===== config.mk =====
export PLATFORM = sky130hd
export DESIGN_NAME = vga_pixel_pipeline_flat
export DESIGN_NICKNAME = d
export VERILOG_FILES = /design/src/rtl/vga_pixel_pipeline_if.sv /design/src/rtl/vga_pixel_pipeline.sv /design/src/flat_wrapper.sv
export SDC_FILE = /design/constraint.sdc
export NUM_CORES = 1
export LEC_CHECK = 0
export CAP_MARGIN = 10
export CORE_ASPECT_RATIO = 0.5
export CORE_MARGIN = 4
export CORE_UTILIZATION = 38
export CTS_BUF_LIST = sky130_fd_sc_hd__clkbuf_8
export DETAILED_ROUTE_END_ITERATION = 16
export PLACE_DENSITY_LB_ADDON = 0.12
export SLEW_MARGIN = 20
export SYNTH_ARGS = -nofsm -noshare
export SYNTH_HDL_FRONTEND = slang
export SYNTH_SLANG_ARGS = --single-unit

===== constraint.sdc =====
create_clock -name clock -period 4.8 [get_ports clock]
set_input_delay 0.72 -clock clock [delete_from_list [all_inputs] [get_ports clock]]
set_output_delay 0.72 -clock clock [all_outputs]
set_load 0.02 [all_outputs]

===== src/rtl/vga_pixel_pipeline_if.sv =====
// Signal bundle between the VGA timing controller / framebuffer side and the pixel pipeline.
// The pipeline takes the slave view and the surrounding system takes the master view.
interface vga_pixel_pipeline_if;
  logic [11:0] display_col;
  logic [10:0] display_row;
  logic        visible;
  logic        hsync_in;
  logic        vsync_in;
  logic        calc;
  logic [15:0] fb_addr;
  logic        fb_rd_en;
  logic [7:0]  fb_data;
  logic        swap_req;
  logic        swap_ack;
  logic        front_buf;
  logic [2:0]  red;
  logic [2:0]  green;
  logic [1:0]  blue;
  logic        hsync_out;
  logic        vsync_out;
  logic [15:0] frame_count;

  modport master (
    output display_col, display_row, visible, hsync_in, vsync_in, calc, fb_data, swap_req,
    input  fb_addr, fb_rd_en, swap_ack, front_buf, red, green, blue, hsync_out, vsync_out,
           frame_count
  );

  modport slave (
    input  display_col, display_row, visible, hsync_in, vsync_in, calc, fb_data, swap_req,
    output fb_addr, fb_rd_en, swap_ack, front_buf, red, green, blue, hsync_out, vsync_out,
           frame_count
  );
endinterface


===== src/rtl/vga_pixel_pipeline.sv =====
// 800x600 scan of a 200x150 double-buffered RGB332 framebuffer at 4x scaling, with sync
// delay matching the 3-cycle pixel path and a vblank-only front-buffer swap handshake.
module vga_pixel_pipeline #(
  parameter int unsigned FB_W        = 200,
  parameter int unsigned FB_H        = 150,
  parameter int unsigned SCALE_SHIFT = 2
) (
  input logic            clock,
  input logic            reset,
  vga_pixel_pipeline_if.slave bus
);

  // The address multiply is hard-built from shifts for a width of 200 and a 4x scale.
  if (FB_W != 200 || FB_H != 150 || SCALE_SHIFT != 2) begin : g_geom_check
    $error("vga_pixel_pipeline: geometry fixed at 200x150, scale 4");
  end

  logic [15:0] fb_addr_q;
  logic        rd_en_q;
  logic        rd_en_p2_q;
  logic [7:0]  rgb_q;
  logic [2:0]  hs_q;
  logic [2:0]  vs_q;
  logic        calc_dly_q;
  logic        swap_req_dly_q;
  logic        pending_q;
  logic        front_buf_q;
  logic        swap_ack_q;
  logic [15:0] frame_count_q;

  logic [9:0]  x;
  logic [8:0]  y;
  logic [14:0] y_ext;
  logic [14:0] lin_addr;
  logic        in_range;
  logic        calc_rise;
  logic        swap_rise;

  always_comb begin
    x         = bus.display_col[11:2];
    y         = bus.display_row[10:2];
    y_ext     = {6'd0, y};
    lin_addr  = (y_ext << 7) + (y_ext << 6) + (y_ext << 3) + {5'd0, x};
    in_range  = bus.visible && (bus.display_col < 12'd800) && (bus.display_row < 11'd600);
    calc_rise = bus.calc && !calc_dly_q;
    swap_rise = bus.swap_req && !swap_req_dly_q;
  end

  always_ff @(posedge clock) begin
    if (reset) begin
      fb_addr_q      <= '0;
      rd_en_q        <= 1'b0;
      rd_en_p2_q     <= 1'b0;
      rgb_q          <= '0;
      hs_q           <= '1;
      vs_q           <= '1;
      calc_dly_q     <= 1'b0;
      swap_req_dly_q <= 1'b0;
      pending_q      <= 1'b0;
      front_buf_q    <= 1'b0;
      swap_ack_q     <= 1'b0;
      frame_count_q  <= '0;
    end else begin
      rd_en_q <= in_range;
      if (in_range) begin
        fb_addr_q <= {front_buf_q, lin_addr};
      end
      rd_en_p2_q <= rd_en_q;
      rgb_q      <= rd_en_p2_q ? bus.fb_data : 8'd0;
      hs_q       <= {hs_q[1:0], bus.hsync_in};
      vs_q       <= {vs_q[1:0], bus.vsync_in};

      calc_dly_q     <= bus.calc;
      swap_req_dly_q <= bus.swap_req;

      // A request edge landing on the vblank edge itself swaps immediately.
      if (calc_rise && (pending_q || swap_rise)) begin
        front_buf_q <= !front_buf_q;
        swap_ack_q  <= 1'b1;
        pending_q   <= 1'b0;
      end else begin
        swap_ack_q <= 1'b0;
        if (swap_rise) begin
          pending_q <= 1'b1;
        end
      end

      if (calc_rise) begin
        frame_count_q <= frame_count_q + 16'd1;
      end
    end
  end

  assign bus.fb_addr     = fb_addr_q;
  assign bus.fb_rd_en    = rd_en_q;
  assign bus.red         = rgb_q[7:5];
  assign bus.green       = rgb_q[4:2];
  assign bus.blue        = rgb_q[1:0];
  assign bus.hsync_out   = hs_q[2];
  assign bus.vsync_out   = vs_q[2];
  assign bus.swap_ack    = swap_ack_q;
  assign bus.front_buf   = front_buf_q;
  assign bus.frame_count = frame_count_q;

endmodule


===== src/flat_wrapper.sv =====
// flat-port wrapper written by rule: the top's interface ports become plain ports
module vga_pixel_pipeline_flat 
#(
  parameter int unsigned FB_W        = 200,
  parameter int unsigned FB_H        = 150,
  parameter int unsigned SCALE_SHIFT = 2
)
  (clock, reset, bus_display_col, bus_display_row, bus_visible, bus_hsync_in, bus_vsync_in, bus_calc, bus_fb_data, bus_swap_req, bus_fb_addr, bus_fb_rd_en, bus_swap_ack, bus_front_buf, bus_red, bus_green, bus_blue, bus_hsync_out, bus_vsync_out, bus_frame_count);
  vga_pixel_pipeline_if bus_i ();
  input logic clock;
  input logic reset;
  input wire logic [$bits(bus_i.display_col)-1:0] bus_display_col;
  input wire logic [$bits(bus_i.display_row)-1:0] bus_display_row;
  input wire logic [$bits(bus_i.visible)-1:0] bus_visible;
  input wire logic [$bits(bus_i.hsync_in)-1:0] bus_hsync_in;
  input wire logic [$bits(bus_i.vsync_in)-1:0] bus_vsync_in;
  input wire logic [$bits(bus_i.calc)-1:0] bus_calc;
  input wire logic [$bits(bus_i.fb_data)-1:0] bus_fb_data;
  input wire logic [$bits(bus_i.swap_req)-1:0] bus_swap_req;
  output wire logic [$bits(bus_i.fb_addr)-1:0] bus_fb_addr;
  output wire logic [$bits(bus_i.fb_rd_en)-1:0] bus_fb_rd_en;
  output wire logic [$bits(bus_i.swap_ack)-1:0] bus_swap_ack;
  output wire logic [$bits(bus_i.front_buf)-1:0] bus_front_buf;
  output wire logic [$bits(bus_i.red)-1:0] bus_red;
  output wire logic [$bits(bus_i.green)-1:0] bus_green;
  output wire logic [$bits(bus_i.blue)-1:0] bus_blue;
  output wire logic [$bits(bus_i.hsync_out)-1:0] bus_hsync_out;
  output wire logic [$bits(bus_i.vsync_out)-1:0] bus_vsync_out;
  output wire logic [$bits(bus_i.frame_count)-1:0] bus_frame_count;
  assign bus_i.display_col = bus_display_col;
  assign bus_i.display_row = bus_display_row;
  assign bus_i.visible = bus_visible;
  assign bus_i.hsync_in = bus_hsync_in;
  assign bus_i.vsync_in = bus_vsync_in;
  assign bus_i.calc = bus_calc;
  assign bus_i.fb_data = bus_fb_data;
  assign bus_i.swap_req = bus_swap_req;
  assign bus_fb_addr = bus_i.fb_addr;
  assign bus_fb_rd_en = bus_i.fb_rd_en;
  assign bus_swap_ack = bus_i.swap_ack;
  assign bus_front_buf = bus_i.front_buf;
  assign bus_red = bus_i.red;
  assign bus_green = bus_i.green;
  assign bus_blue = bus_i.blue;
  assign bus_hsync_out = bus_i.hsync_out;
  assign bus_vsync_out = bus_i.vsync_out;
  assign bus_frame_count = bus_i.frame_count;
  vga_pixel_pipeline #(.FB_W(FB_W), .FB_H(FB_H), .SCALE_SHIFT(SCALE_SHIFT)) u_core (.clock(clock), .reset(reset), .bus(bus_i));
endmodule

Word level (Yosys, flattened, before mapping)

Cells that the tools add are included.

Add/subtract/negate cells: 4
Order comparisons: 2
Mux-type cells: 1
Bitwise gates (word level): 1
Reductions and logical operators: 11

Operators with widths:

| operator                                             | count |
|---|---|
| adder 16 x 1 -> 16 bit, second input constant        | 1 |
| adder 15 x 10 -> 15 bit                              | 1 |
| adder 15 x 12 -> 15 bit                              | 1 |
| adder 15 bit                                         | 1 |
| < comparator 12 x 10 -> 1 bit, second input constant | 1 |
| < comparator 11 x 10 -> 1 bit, second input constant | 1 |
| logical AND 1 bit                                    | 5 |
| OR reduction 2 bit                                   | 2 |
| zero test 1 bit                                      | 3 |
| logical OR 1 bit                                     | 1 |
| two-way mux 1 bit                                    | 1 |
| inverter 1 bit                                       | 1 |

Register bits after elaboration: 53
Input bits: 38
Output and inout bits: 45
Logic and storage cells: 31

Depth between registers and ports, before layout

Gate-level depths: netlist of the first run.

Depth after elaboration: 5
Depth in mapped cells: 10
Mapped depth without buffers: 10

Worst setup path before layout of the first run

OpenSTA, ideal clock, no wires.

Path type: input to register
From: in bus_display_row[5]
To: reg u_core.fb_addr_q[14], in the netlist u_core.bus.fb_addr[14]
Setup time: 91 ps
Arrival: 3332 ps
Data required time: 4709 ps
Setup slack: 1377 ps
Stages: 10
Path buffers: 0
Cell sequence: inv_1 -> fa_1 -> fa_1 -> inv_1 -> ha_1 -> and2_4 -> a221oi_2 -> a211oi_1 -> or3_1 -> a311oi_1

Longest elaborated chain between the ends: 3
Elaborated cells on any way between the ends: 5
Classes of those cells: add/sub (3); order compare (1); reduce/logical (1)

Ends and longest elaborated chain:

| item                    | RTL line                 | RTL |
|---|---|---|
| from (decl)             | flat_wrapper.sv:13       | `input wire logic [$bits(bus_i.display_row)-1:0] bus_display_row;` |
| adder 15 bit            | vga_pixel_pipeline.sv:43 | `lin_addr = (y_ext << 7) + (y_ext << 6) + (y_ext << 3) + {5'd0, x};` |
| adder 15 x 12 -> 15 bit | vga_pixel_pipeline.sv:43 |  |
| adder 15 x 10 -> 15 bit | vga_pixel_pipeline.sv:43 |  |
| to (signal assigned)    | vga_pixel_pipeline.sv:66 | `fb_addr_q <= {front_buf_q, lin_addr};` |
| to (decl)               | vga_pixel_pipeline.sv:18 | `logic [15:0] fb_addr_q;` |

Parallel ways exist; a longest one is shown, timed or not.
A chain may end at the register's enable or synchronous reset.

Worst setup path in the final report of the first run

From: in bus_display_row[4]
To: reg u_core.fb_addr_q[14], in the netlist u_core.bus.fb_addr[14]

The elaborated chain is that of the path after synthesis.

==> results of run 1 <==
[worst register-to-register path, stage by stage (launching register included)]
cell and delay, ns:
dfxtp_1 0.43, nand3_1 0.12, or3_1 0.45, nor4_1 0.29, xnor2_1 0.17, nor2_1 0.05
[flip-flops by register name, indices dropped and copies added, names as in the netlist]
signal and flops:
u_core.hs_q 3, u_core.rgb_q 8, u_core.bus.frame_count 16, u_core.pending_q 1, u_core.swap_req_dly_q 1, u_core.rd_en_p2_q 1
u_core.bus.swap_ack 1, u_core.bus.front_buf 1, u_core.vs_q 3, u_core.bus.fb_rd_en 1, u_core.bus.fb_addr 16, u_core.calc_dly_q 1
[cell type report]
cell class,instances,area [µm²]
Clock inverter,3,42.54
Tap cell,92,115.1
Inverter,23,86.33
Timing Repair Buffer,79,783.3
Clock buffer,5,68.82
Sequential cell,53,1061
Fill cell,643,3113
Multi-Input combinational cell,215,1562
[report_power, final]
part / leakage, µW / switching, µW / internal, µW
sequential: 0.000430 / 5.28 / 449
combinational: 0.000971 / 127 / 120
clock: 0.0000595 / 138 / 154
total: 0.00146 / 271 / 724
[final timing paths]
check	from	endpoint	slack [ns]
worst max register to register	u_core.bus.frame_count[3]$_SDFFE_PP0P_	u_core.bus.frame_count[15]$_SDFFE_PP0P_	3.16
worst max-delay path	bus_display_row[4]	u_core.bus.fb_addr[14]$_SDFFE_PP0P_	0.97
worst min-delay path	u_core.hs_q[0]$_SDFF_PP1_	u_core.hs_q[1]$_SDFF_PP1_	0.41
worst min register to register	u_core.hs_q[0]$_SDFF_PP1_	u_core.hs_q[1]$_SDFF_PP1_	0.41
[synth_stat cells]
library cell / instances / share of area
o311ai_1: 1 / 0.0032
inv_1: 23 / 0.031
nor4_1: 1 / 0.0023
nand3_1: 9 / 0.016
nand4_1: 2 / 0.0046
nand2_1: 32 / 0.044
xnor2_1: 9 / 0.029
nand2b_1: 4 / 0.0091
and2_4: 1 / 0.0032
buf_2: 2 / 0.0037
a221oi_1: 1 / 0.0032
and2_1: 8 / 0.018
o21a_1: 1 / 0.0027
o211ai_1: 2 / 0.0055
a21o_1: 4 / 0.011
a21oi_1: 23 / 0.042
ha_1: 28 / 0.13
a31oi_1: 1 / 0.0023
nor4b_2: 1 / 0.0055
or3_1: 7 / 0.016
xor2_1: 6 / 0.019
or4_1: 1 / 0.0027
nor3_1: 6 / 0.011
a2111oi_0: 1 / 0.0032
nand3b_1: 2 / 0.0055
or2_0: 1 / 0.0023
a311oi_1: 1 / 0.0032
nand4b_1: 1 / 0.0032
nor3b_1: 2 / 0.0055
clkbuf_1: 6 / 0.0082
nor2_1: 20 / 0.027
fa_1: 10 / 0.073
dfxtp_1: 53 / 0.39
or2_2: 6 / 0.014
nor2b_1: 5 / 0.011
a221oi_2: 1 / 0.0055
a211oi_1: 2 / 0.0055
o21ai_0: 9 / 0.016
and3_1: 4 / 0.0091
a311o_1: 1 / 0.0037
and2b_1: 1 / 0.0027
[stage by stage]
step           hold WS (ns)    util  total power [µW]  instance area [µm²]
2_1_floorplan        0.3895       -             630.8                 2741
3_3_place_gp         0.3906  0.5280             706.1                 3607
3_5_place_dp         0.3945  0.5280             713.2                 3607
4_1_cts              0.4134  0.5443              1010                 3719
5_1_grt              0.4266  0.5443              1065                 3719
6_report             0.4089  0.5443             994.8                 3719
[cell families (layout without fill, tap and decap cells)]
group / Yosys count / count (layout) / synth area share
AOI/OAI and AO/OA: 48 / 48 / 0.1073
xor gates and xnor gates: 15 / 15 / 0.04792
adders and majority gates: 38 / 38 / 0.2008
buffers and inverters: 31 / 110 / 0.04336
DFF: 53 / 53 / 0.3870
and+or+nand+nor: 114 / 114 / 0.2136
[layer usage]
layer  vias to the layer above  global-route usage  part of all wire
met4                         0             0.03439            0.0072
li1                       1160                   -                 -
met1                      1024              0.1676              0.48
met5                         -                   0                 0
met3                         4             0.03274             0.046
met2                        46              0.2493              0.47
==> impl_results.md, run 1 <==
* Status: complete, no violations
* Final Critical Period at 3.828 ns
* Fin worst setup slack at between 0.9 and 1 ns
* Hold buffers post-CTS at 0
* Area growth syn-to-layout at 35.65%
* Num CTS Buffers at 5
* Die X at 128.1 µm
* Crit path max fanout at 4
* PortBufs at between 70 and 80
* Slowest cell on crit path: clkdlybuf4s50_1
* Finished Layout Cells at between 400 and 500
* Top Ports at 83
* Family with the most delay on the worst path: adder cells
* Placer's final routability congestion estimate at about 0.82
* Sink Count at between 50 and 60
* Root Driver: clkbuf_8
* Initial antenna violation count at 0
* Drt via density at between 4 and 5
* RSZ-0062 raised after global routing: no
* FF-to-FF path depth at 5
* Hold Vio Cnt, Final at 0
* Worst Setup Path Type: input port to register
* Overflow left after global routing at 0
* Number of global-route vias before repair at around 2.2k
* First-pass GRT wire length at just under 10 mm
* Most common cell after layout, fill and taps aside: clkdlybuf4s50_1
* Chip Height at 68.06 µm
* CP endpoint kind: register
* Syn avg cell area at between 9 and 10 µm²
* Crit path cell chain: clkdlybuf4s50_1 -> inv_1 -> fa_1 -> fa_1 -> inv_1 -> ha_1 -> and2_4 -> a221oi_2 -> a211oi_1 -> or3_1 -> a311oi_1
* Dpl ws at between 0.6 and 0.7 ns
* Wire length per cell at approximately 12 µm
* Worst Tran Pin Value at 0.8678 ns
* DRC violations left at 0
* Crit path depth at 11
* PwrDens at 267.5 nW/µm²
* Slew Limit Fails at 0
* Synthesized area at 2741 µm²
* Post_cts resized at 0
* Overall Global Routing Usage at 0.1374
* Cell variety after synth at 41
* Setup TNS at 0 ns
* Skew final at between 0.005 and 0.006 ns
* Peak supply drop at approximately 0.082 mV
* Site Rows at 21
* Crit-path max cell delay at about 0.55 ns
* Largest net degree at the start of global routing at 53
* Critical Path RT at roughly 5 ns
* Yosys warns at 0
* Max Cap Viol at 0
* CTS Buffer Depth at 2
* Tcrit/Tclk final at 0.7975
* Placed cells at between 400 and 500
* Hold Path Class: register to register
* Post-CTS Setup Inserts at 0
* HPWL Detailed at approximately 4.6 mm
* Rel. slew slack at 0.4215
* Leak at 0.001461 µW
* Setup violators final at 0
* CP startpoint kind: input port
* Syn_nets at around 380
* CTS tree: yes
* CTS H-tree depth at 2
* Die area at around 8700 µm²
* Worst-path clk slew at around 0.090 ns
* Final ANT Viol Nets at 0
* Total buffers and inverters traversed by the critical path at 3
* Total Wirelength at 5.728 mm
* Worst Hold Depth at 1
* Data arrival, critical path at roughly 4.0 ns
* Antenna cells at 0
* Share of post-route cells with drive strength above 1 at 0.04762
* Syn Inst Count at ~300
* Flops & latches, synth at 53
* Drt pass-1 iters at 4
* Initial DRC count at 124
* Worst skew pair latency at ~0.3 ns
* Sequential area share after synthesis at 0.3870
* Core Footprint at approximately 7000 µm²
* Most frequent cells in the layout: clkdlybuf4s50_1, dfxtp_1, nand2_1
* Max Clk Rate at between 200 and 300 MHz
* Via count at around 2.2k
* Starting density of the core at 0.4013
* Final-stage net count at approximately 450
(Power assumes the default switching activity.)
==> run 2, diff against run 1 <==
==> constraint.sdc (replaced) <==
create_clock -name clock -period 3.88 [get_ports clock]
set_input_delay 0.582 -clock clock [delete_from_list [all_inputs] [get_ports clock]]
set_output_delay 0.582 -clock clock [all_outputs]
set_load 0.02 [all_outputs]
==> impl_results.md, run 2 (same netlist as run 1, synthesis figures left out) <==
* Final-stage net count at around 460
* Peak supply drop at 0.1376 mV
* Family with the most delay on the worst path: adder cells
* Hold buffers post-CTS at 0
* Max Clk Rate at 278.2 MHz
* Site Rows at 21
* Top Ports at between 80 and 90
* Critical Path RT at 4.09 ns
* Worst-path clk slew at ~0.10 ns
* Starting density of the core at 0.4013
* Slew Limit Fails at 0
* Hold Vio Cnt, Final at 0
* Initial antenna violation count at 0
* DR WL met2 at between 2 and 3 mm
* Post-CTS Setup Inserts at 0
* Initial DRC count at approximately 110
* PortBufs at 78
* Leak at roughly 0.0015 µW
* Tcrit/Tclk final at 0.9266
* Placer's final routability congestion estimate at a little over 0.8
* HPWL Detailed at around 4.7 mm
* Drt via density at 4.655
* Tot Pwr at 1261 µW
* Crit path max fanout at 4
* Share of post-route cells with drive strength above 1 at 0.06995
* Data arrival, critical path at ~3.8 ns
* Wl on met1 at 2.751 mm
* Final hold slack at a little over 0.4 ns
* Root Driver: clkbuf_8
* PwrDens at 333.5 nW/µm²
* Overflow left after global routing at 0
* Slowest cell on crit path: fa_1
* RSZ-0062 raised after global routing: no
* Area growth syn-to-layout at 37.88%
* CP startpoint kind: input port
* Total buffers and inverters traversed by the critical path at 3
* DP Area at about 3700 µm²
* Num CTS Buffers at 5
* Overall Global Routing Usage at 0.1433
* Final Critical Period at 3.595 ns
* Sink Count at 53
* CTS H-tree depth at 2
* Crit path cell chain: clkdlybuf4s50_1 -> inv_1 -> fa_1 -> fa_1 -> inv_1 -> ha_1 -> and2_4 -> a221oi_2 -> a211oi_1 -> or3_1 -> a311oi_1
* CTS Buffer Depth at 2
* Crit-path max cell delay at between 0.5 and 0.6 ns
* Crit. Startpoint: bus_display_row[4]
* Setup TNS at 0 ns
* Met3 routed WL at around 290 µm
* Most common cell after layout, fill and taps aside: clkdlybuf4s50_1
* CP endpoint kind: register
* Post_cts resized at 0
* Largest net degree at the start of global routing at 53
* Top Layer Used: met4
* Max Cap Viol at 0
* Die area at 8720 µm²
* Drt pass-1 iters at 4
* Design Area, Final at 3780 µm²
* Setup violators final at 0
* Worst Setup Path Type: input port to register
* Final ANT Viol Nets at 0
* Finished Layout Cells at approximately 480
* Chip Height at just under 70 µm
* Core Footprint at 6832 µm²
* Worst skew pair latency at 0.31 ns
* DRC violations left at 0
* Via count at about 2.2k
* Most frequent cells in the layout: clkdlybuf4s50_1, dfxtp_1, nand2_1
* Placed cells at between 400 and 500
* Skew final at approximately 0.008 ns
* Wire length per cell at 12.11 µm
* Status: complete, no violations
* HP Start: u_core.vs_q[0]$_SDFF_PP1_
* Hold Path Class: register to register
* Antenna cells at 0
* Die X at approximately 130 µm
* First-pass GRT wire length at 9.984 mm
* Worst Tran Pin Value at between 0.8 and 0.9 ns
* CTS tree: yes
* Number of global-route vias before repair at 2,256
* R2R Path Start: u_core.bus.frame_count[3]$_SDFFE_PP0P_
* Total Wirelength at 5.788 mm
* Rel. slew slack at 0.4307
==> run 2: cell count changes in the layout (fill, tap and decap cells not counted), sizes merged <==
cell	delta
buf	+8
==> run 2: layout make-up <==
type / instances / area, µm²
clock inverters: 3 / 43.79
flip-flops and latches: 53 / 1061
repair buffers: 87 / 843.3
multi-input cells: 215 / 1562
clock buffers: 5 / 68.82
fillers: 614 / 3052
well taps: 92 / 115.1
inverters: 23 / 86.33
==> run 2: path summary, 6_finish.rpt <==
| kind | end | slack [ns] | cells after the start |
|---|---|---|---|
| setup / recovery | u_core.bus.fb_addr[14]$_SDFFE_PP0P_ | 0.28 | 11 |
| hold / removal | u_core.vs_q[1]$_SDFF_PP1_ | 0.41 | 1 |
| setup reg to reg | u_core.bus.frame_count[15]$_SDFFE_PP0P_ | 2.23 | 5 |
| hold reg to reg | u_core.vs_q[1]$_SDFF_PP1_ | 0.41 | 1 |
==> run 2: routing by layer <==
layer  vias up  global-route usage
met1       990              0.1735
met2        52              0.2559
met5         -                   0
li1       1176                   -
met4         0             0.04365
met3         7             0.03663
==> run 2: where the power goes <==
| group | leakage (µW) | switching, µW | internal [µW] | total (µW) |
|---|---|---|---|---|
| sequential | 0.000430 | 6.56 | 556 | 562 |
| clock | 0.0000585 | 184 | 194 | 378 |
| combinational | 0.00101 | 159 | 161 | 320 |
==> run 2: metrics by stage <==
stage | utilization | worst slack (ns)
finish | 0.5533 | 0.2849
detailed placement | 0.5368 | -0.02151
global route | 0.5533 | 0.1497
floorplan | - | 0.5951
CTS | 0.5533 | 0.3013
global placement | 0.5368 | 0.01070
